[src/rtl/pc_gen_unit.sv]
// rtl/pc_gen_unit.sv - fetch program-counter generator with prioritised redirects and pending buffer
//
// Purpose:
//    Produces the fetch PC at the head of IF. The PC advances by INC each
//    enabled cycle. A trap or branch redirect replaces it, and the trap has
//    priority. A stall holds the PC. Any redirect that arrives while stalled
//    is parked in a one-entry buffer and applied when the stall releases.
//    Redirect targets are aligned to IALIGN before use. A nonzero dropped bit
//    is reported on misalign_o for the cycle in which that PC is presented.
//
// Optional feature:
//    PCGEN_PERF_EN adds saturating redirect and stall counters.
//
// Ports:
//    clk, rst            clock (rising edge), synchronous active-high reset
//    en                  global clock enable, all state holds when 0
//    stall_i             hold PC, capture redirects into the pending buffer
//    br_valid_i/target   branch/jump redirect
//    trap_valid_i/target trap redirect (wins over branch)
//    pc_o, pc_plus_inc_o current fetch PC and pc_o + INC
//    pc_valid_o          PC valid for fetch
//    misalign_o          pc_o came from a misaligned target
//    redirect_pending_o  pending-redirect buffer occupied
//    perf_redirect_cnt_o, perf_stall_cnt_o (PCGEN_PERF_EN only)

module pc_gen_unit #(
   parameter int              XLEN         = 32,
   parameter logic [XLEN-1:0] RESET_VECTOR = '0,
   parameter int              INC          = 4,
   parameter int              IALIGN       = 32
) (
   input  logic            clk,
   input  logic            rst,
   input  logic            en,
   input  logic            stall_i,
   input  logic            br_valid_i,
   input  logic [XLEN-1:0] br_target_i,
   input  logic            trap_valid_i,
   input  logic [XLEN-1:0] trap_target_i,
`ifdef PCGEN_PERF_EN
   output logic [31:0]     perf_redirect_cnt_o,
   output logic [31:0]     perf_stall_cnt_o,
`endif
   output logic [XLEN-1:0] pc_o,
   output logic [XLEN-1:0] pc_plus_inc_o,
   output logic            pc_valid_o,
   output logic            misalign_o,
   output logic            redirect_pending_o
);

   // Low target bits that must be zero for a legal instruction address.
   localparam logic [XLEN-1:0] ALIGN_MASK = (IALIGN == 16) ? XLEN'(1) : XLEN'(3);

   typedef enum logic {KIND_BRANCH = 1'b0, KIND_TRAP = 1'b1} kind_t;

   logic [XLEN-1:0] pc_q, pc_d;
   logic            valid_q, valid_d;
   logic            mis_q, mis_d;
   logic            pend_q, pend_d;
   kind_t           kind_q, kind_d;
   logic [XLEN-1:0] ptgt_q, ptgt_d;
   logic            pmis_q, pmis_d;
   logic            redirect_load;
   logic            stall_count;

   logic [XLEN-1:0] pc_plus;
   logic [XLEN-1:0] trap_tgt, br_tgt;
   logic            trap_mis, br_mis;

   assign pc_plus  = pc_q + XLEN'(INC);
   assign trap_tgt = trap_target_i & ~ALIGN_MASK;
   assign trap_mis = |(trap_target_i & ALIGN_MASK);
   assign br_tgt   = br_target_i & ~ALIGN_MASK;
   assign br_mis   = |(br_target_i & ALIGN_MASK);

   always_comb begin
      pc_d          = pc_q;
      valid_d       = valid_q;
      mis_d         = mis_q;
      pend_d        = pend_q;
      kind_d        = kind_q;
      ptgt_d        = ptgt_q;
      pmis_d        = pmis_q;
      redirect_load = 1'b0;
      stall_count   = 1'b0;
      if (!valid_q) begin
         // First enabled edge out of reset only raises valid, so the first
         // fetch is at RESET_VECTOR.
         valid_d = 1'b1;
      end else if (stall_i) begin
         stall_count = 1'b1;
         mis_d       = 1'b0;
         if (trap_valid_i) begin
            pend_d = 1'b1;
            kind_d = KIND_TRAP;
            ptgt_d = trap_tgt;
            pmis_d = trap_mis;
         end else if (br_valid_i && !(pend_q && kind_q == KIND_TRAP)) begin
            // A parked trap must survive later branches.
            pend_d = 1'b1;
            kind_d = KIND_BRANCH;
            ptgt_d = br_tgt;
            pmis_d = br_mis;
         end
      end else begin
         // A live redirect supersedes any parked one, so the buffer always empties here.
         pend_d = 1'b0;
         if (trap_valid_i) begin
            pc_d          = trap_tgt;
            mis_d         = trap_mis;
            redirect_load = 1'b1;
         end else if (br_valid_i) begin
            pc_d          = br_tgt;
            mis_d         = br_mis;
            redirect_load = 1'b1;
         end else if (pend_q) begin
            pc_d          = ptgt_q;
            mis_d         = pmis_q;
            redirect_load = 1'b1;
         end else begin
            pc_d  = pc_plus;
            mis_d = 1'b0;
         end
      end
   end

   always_ff @(posedge clk) begin
      if (rst) begin
         pc_q    <= RESET_VECTOR;
         valid_q <= 1'b0;
         mis_q   <= 1'b0;
         pend_q  <= 1'b0;
         kind_q  <= KIND_BRANCH;
         ptgt_q  <= '0;
         pmis_q  <= 1'b0;
      end else if (en) begin
         pc_q    <= pc_d;
         valid_q <= valid_d;
         mis_q   <= mis_d;
         pend_q  <= pend_d;
         kind_q  <= kind_d;
         ptgt_q  <= ptgt_d;
         pmis_q  <= pmis_d;
      end
   end

`ifdef PCGEN_PERF_EN
   logic [31:0] rcnt_q, scnt_q;

   always_ff @(posedge clk) begin
      if (rst) begin
         rcnt_q <= '0;
         scnt_q <= '0;
      end else if (en) begin
         if (redirect_load && rcnt_q != 32'hFFFF_FFFF) rcnt_q <= rcnt_q + 32'd1;
         if (stall_count && scnt_q != 32'hFFFF_FFFF)   scnt_q <= scnt_q + 32'd1;
      end
   end

   assign perf_redirect_cnt_o = rcnt_q;
   assign perf_stall_cnt_o    = scnt_q;
`else
   logic unused_perf;
   assign unused_perf = redirect_load ^ stall_count;
`endif

   assign pc_o               = pc_q;
   assign pc_plus_inc_o      = pc_plus;
   assign pc_valid_o         = valid_q;
   assign misalign_o         = mis_q;
   assign redirect_pending_o = pend_q;

endmodule

[config.mk]
export PLATFORM = sky130hd
export DESIGN_NAME = pc_gen_unit
export DESIGN_NICKNAME = d
export VERILOG_FILES = /design/src/rtl/pc_gen_unit.sv
export SDC_FILE = /design/constraint.sdc
export NUM_CORES = 1
export LEC_CHECK = 0
export ABC_AREA = 1
export CAP_MARGIN = 10
export CORE_AREA = 2 2 90 113
export DETAILED_ROUTE_END_ITERATION = 12
export DIE_AREA = 0 0 92 115
export GPL_ROUTABILITY_DRIVEN = 0
export PLACE_DENSITY = 0.89
export SYNTH_ARGS = -nofsm -noshare
export SYNTH_HDL_FRONTEND = slang
export SYNTH_SLANG_ARGS = --single-unit
[constraint.sdc]
create_clock -name clk -period 2 [get_ports clk]
set_input_delay 0.4 -clock clk [delete_from_list [all_inputs] [get_ports clk]]
set_output_delay 0.4 -clock clk [all_outputs]
set_load 0.03 [all_outputs]
# After elaboration in Yosys (flattened, before gate mapping)
# Cells that the tools add are included.
# totals
out_inout_bits,67
n_memories,0
latchBits,0
romBits,0
in_bits,70
wordCells,36
regBits,69
ram_bits,0
# op_classes
mul,0
n_eq_ne,1
reduce_logical,10
n_shift,0
div,0
bitwise,1
n_lt_le_gt_ge,0
n_addsub,1
n_mux,16
# ops
op,count
two-way mux 32 bit,5
"adder 32 x 3 -> 32 bit, second input constant",1
two-way mux 1 bit,11
AND reduction 3 bit,2
AND reduction 4 bit,1
OR reduction 2 bit,2
"!= test 3 x 1 -> 1 bit, second input constant",1
logical AND 1 bit,2
AND reduction 2 bit,1
nonzero test 2 bit,1
logical NOT 1 bit,1
inverter 1 bit,1

# Logic depth before layout (Yosys ltp)
# depth
ltp_word,6
ltp_mapped,10

# Least setup slack after synthesis
# OpenSTA, ideal clock, no wires.
# synth_timing
kind,flip-flop to output port
start,register pc_q[2] (netlist: pc_o[2])
end,output pc_plus_inc_o[25]
slack_ns,-0.063
arrival_time_ns,1.663
stages_incl_launch_ff,8
path_buffers,0
cell_sequence,dfxtp_1 > inv_1 > nor2_4 > nand2_4 > nor2_8 > nand2_1 > nand2_1 > nand2_1
# synth_between
elab_chain_cells,1
# synth_rtl
item,line,source
start: declaration,56,"logic [XLEN-1:0] pc_q, pc_d;"
start signal: assignment,137,pc_q <= pc_d;
adder 32 x 3 -> 32 bit,70,assign pc_plus = pc_q + XLEN'(INC);
end: declaration,45,"output logic [XLEN-1:0] pc_plus_inc_o,"
# Every way passes these cells.

# Worst setup path after layout
# layout_timing
start,register pc_q[3] (netlist: pc_o[3])
end,output pc_plus_inc_o[8]
# Same word-level chain as after synthesis.

==> metrics.md <==
| Metric | Value |
|---|---|
| Synth warnings | 0 |
| Largest area contributor in the netlist | dfxtp_1 |
| Number of I/O pins | 137 |
| Worst r2r dst | pc_o[25] |
| CTS clock-pin slew for the worst setup and hold paths | approximately 50 ps |
| Routed WL | 16.06 mm |
| Minimum clock period | between 2000 and 2500 ps |
| PortBufs | ~130 |
| Setup slack at placement | ~71 ps |
| Pin count of the biggest net entering global routing | 62 |
| Longest Clk Path Bufs | 2 |
| CP max-delay cell | dfxtp_4 |
| Final slew viol count | 0 |
| First-pass GRT wire length | roughly 24 mm |
| Worst-path cell chain | ha_4 > buf_4 > nand3_1 > nor2_2 > xnor2_2 > inv_1 > buf_4 |
| Min-Delay Path Class | flop to flop |
| Vias in the first global route | around 5,300 |
| Least-Margin Pin Slew | about 520 ps |
| DIE AREA | between 10,000 and 15,000 sq um |
| Nets@finish | around 900 |
| Fmax | roughly 0.45 GHz |
| Gate Count Post-Synth | around 690 |
| Initial Util | 45.92% |
| Synthesized area | about 4400 sq um |
| Sequential share of the synthesized area | between 20 and 30% |
| CP most frequent cell | buf_4 |
| Remaining Overflow, GRT | 0 |
| Setup TNS | -2986 ps |
| Die Wd | approximately 92 um |
| Fin area | approximately 6700 sq um |
| Hold Crit Start | ptgt_q[3] |
| Distinct cells, synth | 37 |
| Number of hold violations in the final report | 0 |
| Worst setup SP type | flop |
| Worst Setup End Kind | output port |
| Area fraction of the dominant cell type after synthesis | 29.80% |
| Share of layout cells above drive strength 1 | 24.97% |
| Critical path class | flop to output port |
| Final Skew | between 7 and 8 ps |
| Dpl hpwl | between 10 and 15 mm |
| Area post-placement | 5907 sq um |
| Initial antenna violation count | 0 |
| Static leakage | between 0.002 and 0.003 uW |
| TritonCTS Sinks | 65 |
| Pwr dens | 585.4 nW/um^2 |
| Critical path arrival | 1810 ps |
| Reg2reg start | pc_o[5] |
| RSZ-0062 raised after global routing | true |
| Max-cap violations | 0 |
| Yosys reg bits | 65 |
| CTS root buf | clkbuf_16 |
| Fin crit share | 110.7% |
| Hold depth | 2 |
| End of the worst hold path | ptgt_q[3] |
| R2R cell count | 10 |
| Core area | 9509 sq um |
| Slew HR | between 60% and 70% |
| Run status | finished with violations |
| Area Growth Syn to Fin | 53.04% |
| CP Data Required Time | between 1500 and 2000 ps |
| CP max stage delay | about 400 ps |
| DR vias | between 5,000 and 6,000 |
| CTS tree | built |
| Ant. Diodes | 0 |
| DRC | 0 |
| Final worst setup slack | -213.6 ps |
| GRT Total Usage | roughly 28% |
| R2r setup slk | 350 ps |
| Routed vias/inst | about 5.8 |
| Setup violators final | 25 |
| # H-tree levels | 3 |
| DR pass1 iterations | 5 |
| Leading post-synthesis cells by cell area | dfxtp_1, nand2_1, o21ai_0, a21oi_1, nor2_1 |
| Total power | about 3900 uW |
| Syn Area/Cell | around 6.3 sq um |
| Post-DRT Antenna Nets | 0 |
| Clock Latency Late Sink | 340 ps |
| Worst vdd ir | between 0.4 and 0.5 mV |
| DRT iter0 DRCs | ~570 |
| Failing checks | setup timing |
| Num CTS Buffers | 9 |
| FP Rows | 40 |
| Crit Path Max Fanout | 5 |
| Die Y | roughly 120 um |
| Wire per inst | 16.68 um |
## flip-flops by register name, summed over array words and instances (netlist names)
name and cells:
redirect_pending_o 1, pmis_q 1, misalign_o 1, ptgt_q 30, pc_valid_o 1, kind_q 1, pc_o 30
## routing by layer
metal  wire length (um)  share of wire (%)  up-vias  global-route usage (%)
met5                  0                  0        -                       0
met4                837                5.2        0                   16.62
met3               1203                7.5       78                   4.784
met2               8358                 52      348                   51.23
met1               5663                 35     2559                   31.00
li1                   -                  -     2577                       -
## critical path: cells and delay by family, from the launching register on
kind,cells,cell delay [ps]
buffers and inverters,3,350
xor gates and xnor gates,1,160
and+or+nand+nor,2,400
adders and majority gates,1,160
DFF,1,400
## worst max path at each step
| stage | from | endpoint | slack [ps] | cells after the start |
|---|---|---|---|---|
| after detailed placement | pc_o[3] | pc_plus_inc_o[24] | 70 | 9 |
| after CTS | pc_o[3] | pc_plus_inc_o[28] | -150 | 9 |
| after floorplan | pc_o[2] | pc_plus_inc_o[25] | 110 | 7 |
| after global routing | pc_o[19] | pc_plus_inc_o[28] | -280 | 8 |
| final | pc_o[3] | pc_plus_inc_o[8] | -210 | 7 |
| after global placement | pc_o[6] | pc_plus_inc_o[7] | 120 | 5 |
## kinds of logic (layout without fill, tap and decap cells)
group	after synthesis	after routing	synth area share, %
xor+xnor	7	7	1.404
fa+ha+maj	1	1	0.2865
buf+inv	116	257	11.20
flops	65	65	29.80
other cells	1	4	0.08588
compound gates	207	207	26.99
simple gates	296	296	30.23
## where the power goes
group          switching (uW)  internal (uW)
Sequential               62.0           1350
Clock                     581           1070
Combinational             477            377
Total                    1120           2790
## repair_timing
item	4_1_cts	5_1_grt
setup endpoints to repair	27	29
hold buffers	0	0
gates resized for setup	84	61
endpoints found under the hold margin	0	0
pin swaps	15	25
buffers inserted	5	6
## layout make-up
class | count | area, sq um
clock buffer | 14 | 274.0
inverter | 73 | 274.0
clock inverter | 2 | 35.03
tap | 126 | 157.7
timing repair buffer | 168 | 1729
multi-input combinational | 515 | 2868
fill | 699 | 2826
sequential | 65 | 1345
## cell usage in the layout (no fill, tap or decap), types with 2 or more instances in the layout
cell type and n:
nand2_1 111, a41oi_1 2, dfxtp_4 7, clkbuf_1 2, clkdlybuf4s50_1 103, clkbuf_8 3
inv_1 65, a31oi_1 6, clkbuf_16 9, nor2_4 14, inv_2 7, nand3_1 22
a311oi_1 25, a21oi_2 6, conb_1 4, dfxtp_2 14, xor2_2 3, a21oi_1 77
nor2_2 12, o211ai_1 3, o21ai_1 10, o21ai_0 76, nand3_2 10, nor2_1 68
buf_6 21, nand2_4 8, xnor2_1 2, buf_12 11, clkbuf_2 2, dfxtp_1 44
nand2_2 44, buf_4 29
## synth_stat cells, drive strengths merged
cell type / n
a21oi: 83
a311oi: 25
a31oi: 6
a41oi: 2
and2: 1
buf: 20
clkbuf: 21
clkinv: 1
conb: 1
dfxtp: 65
dlygate4sd1: 2
ha: 1
inv: 72
nand2: 163
nand3: 32
nand3b: 2
nand4: 1
nor2: 95
nor3: 1
o211ai: 3
o21ai: 87
o311ai: 1
or2: 1
xnor2: 3
xor2: 4
## per-stage QoR
step / util, % / hold slack, ps / cells
detailed placement: 62.12 / 446.1 / 936
finish: 70.28 / 454.5 / 963
global placement: 62.12 / 436.7 / 936
global route: 70.28 / 486.8 / 963
floorplan: - / 424.4 / 696
CTS: 68.08 / 454.0 / 957
Note: power is estimated with default switching activity, not from simulation.
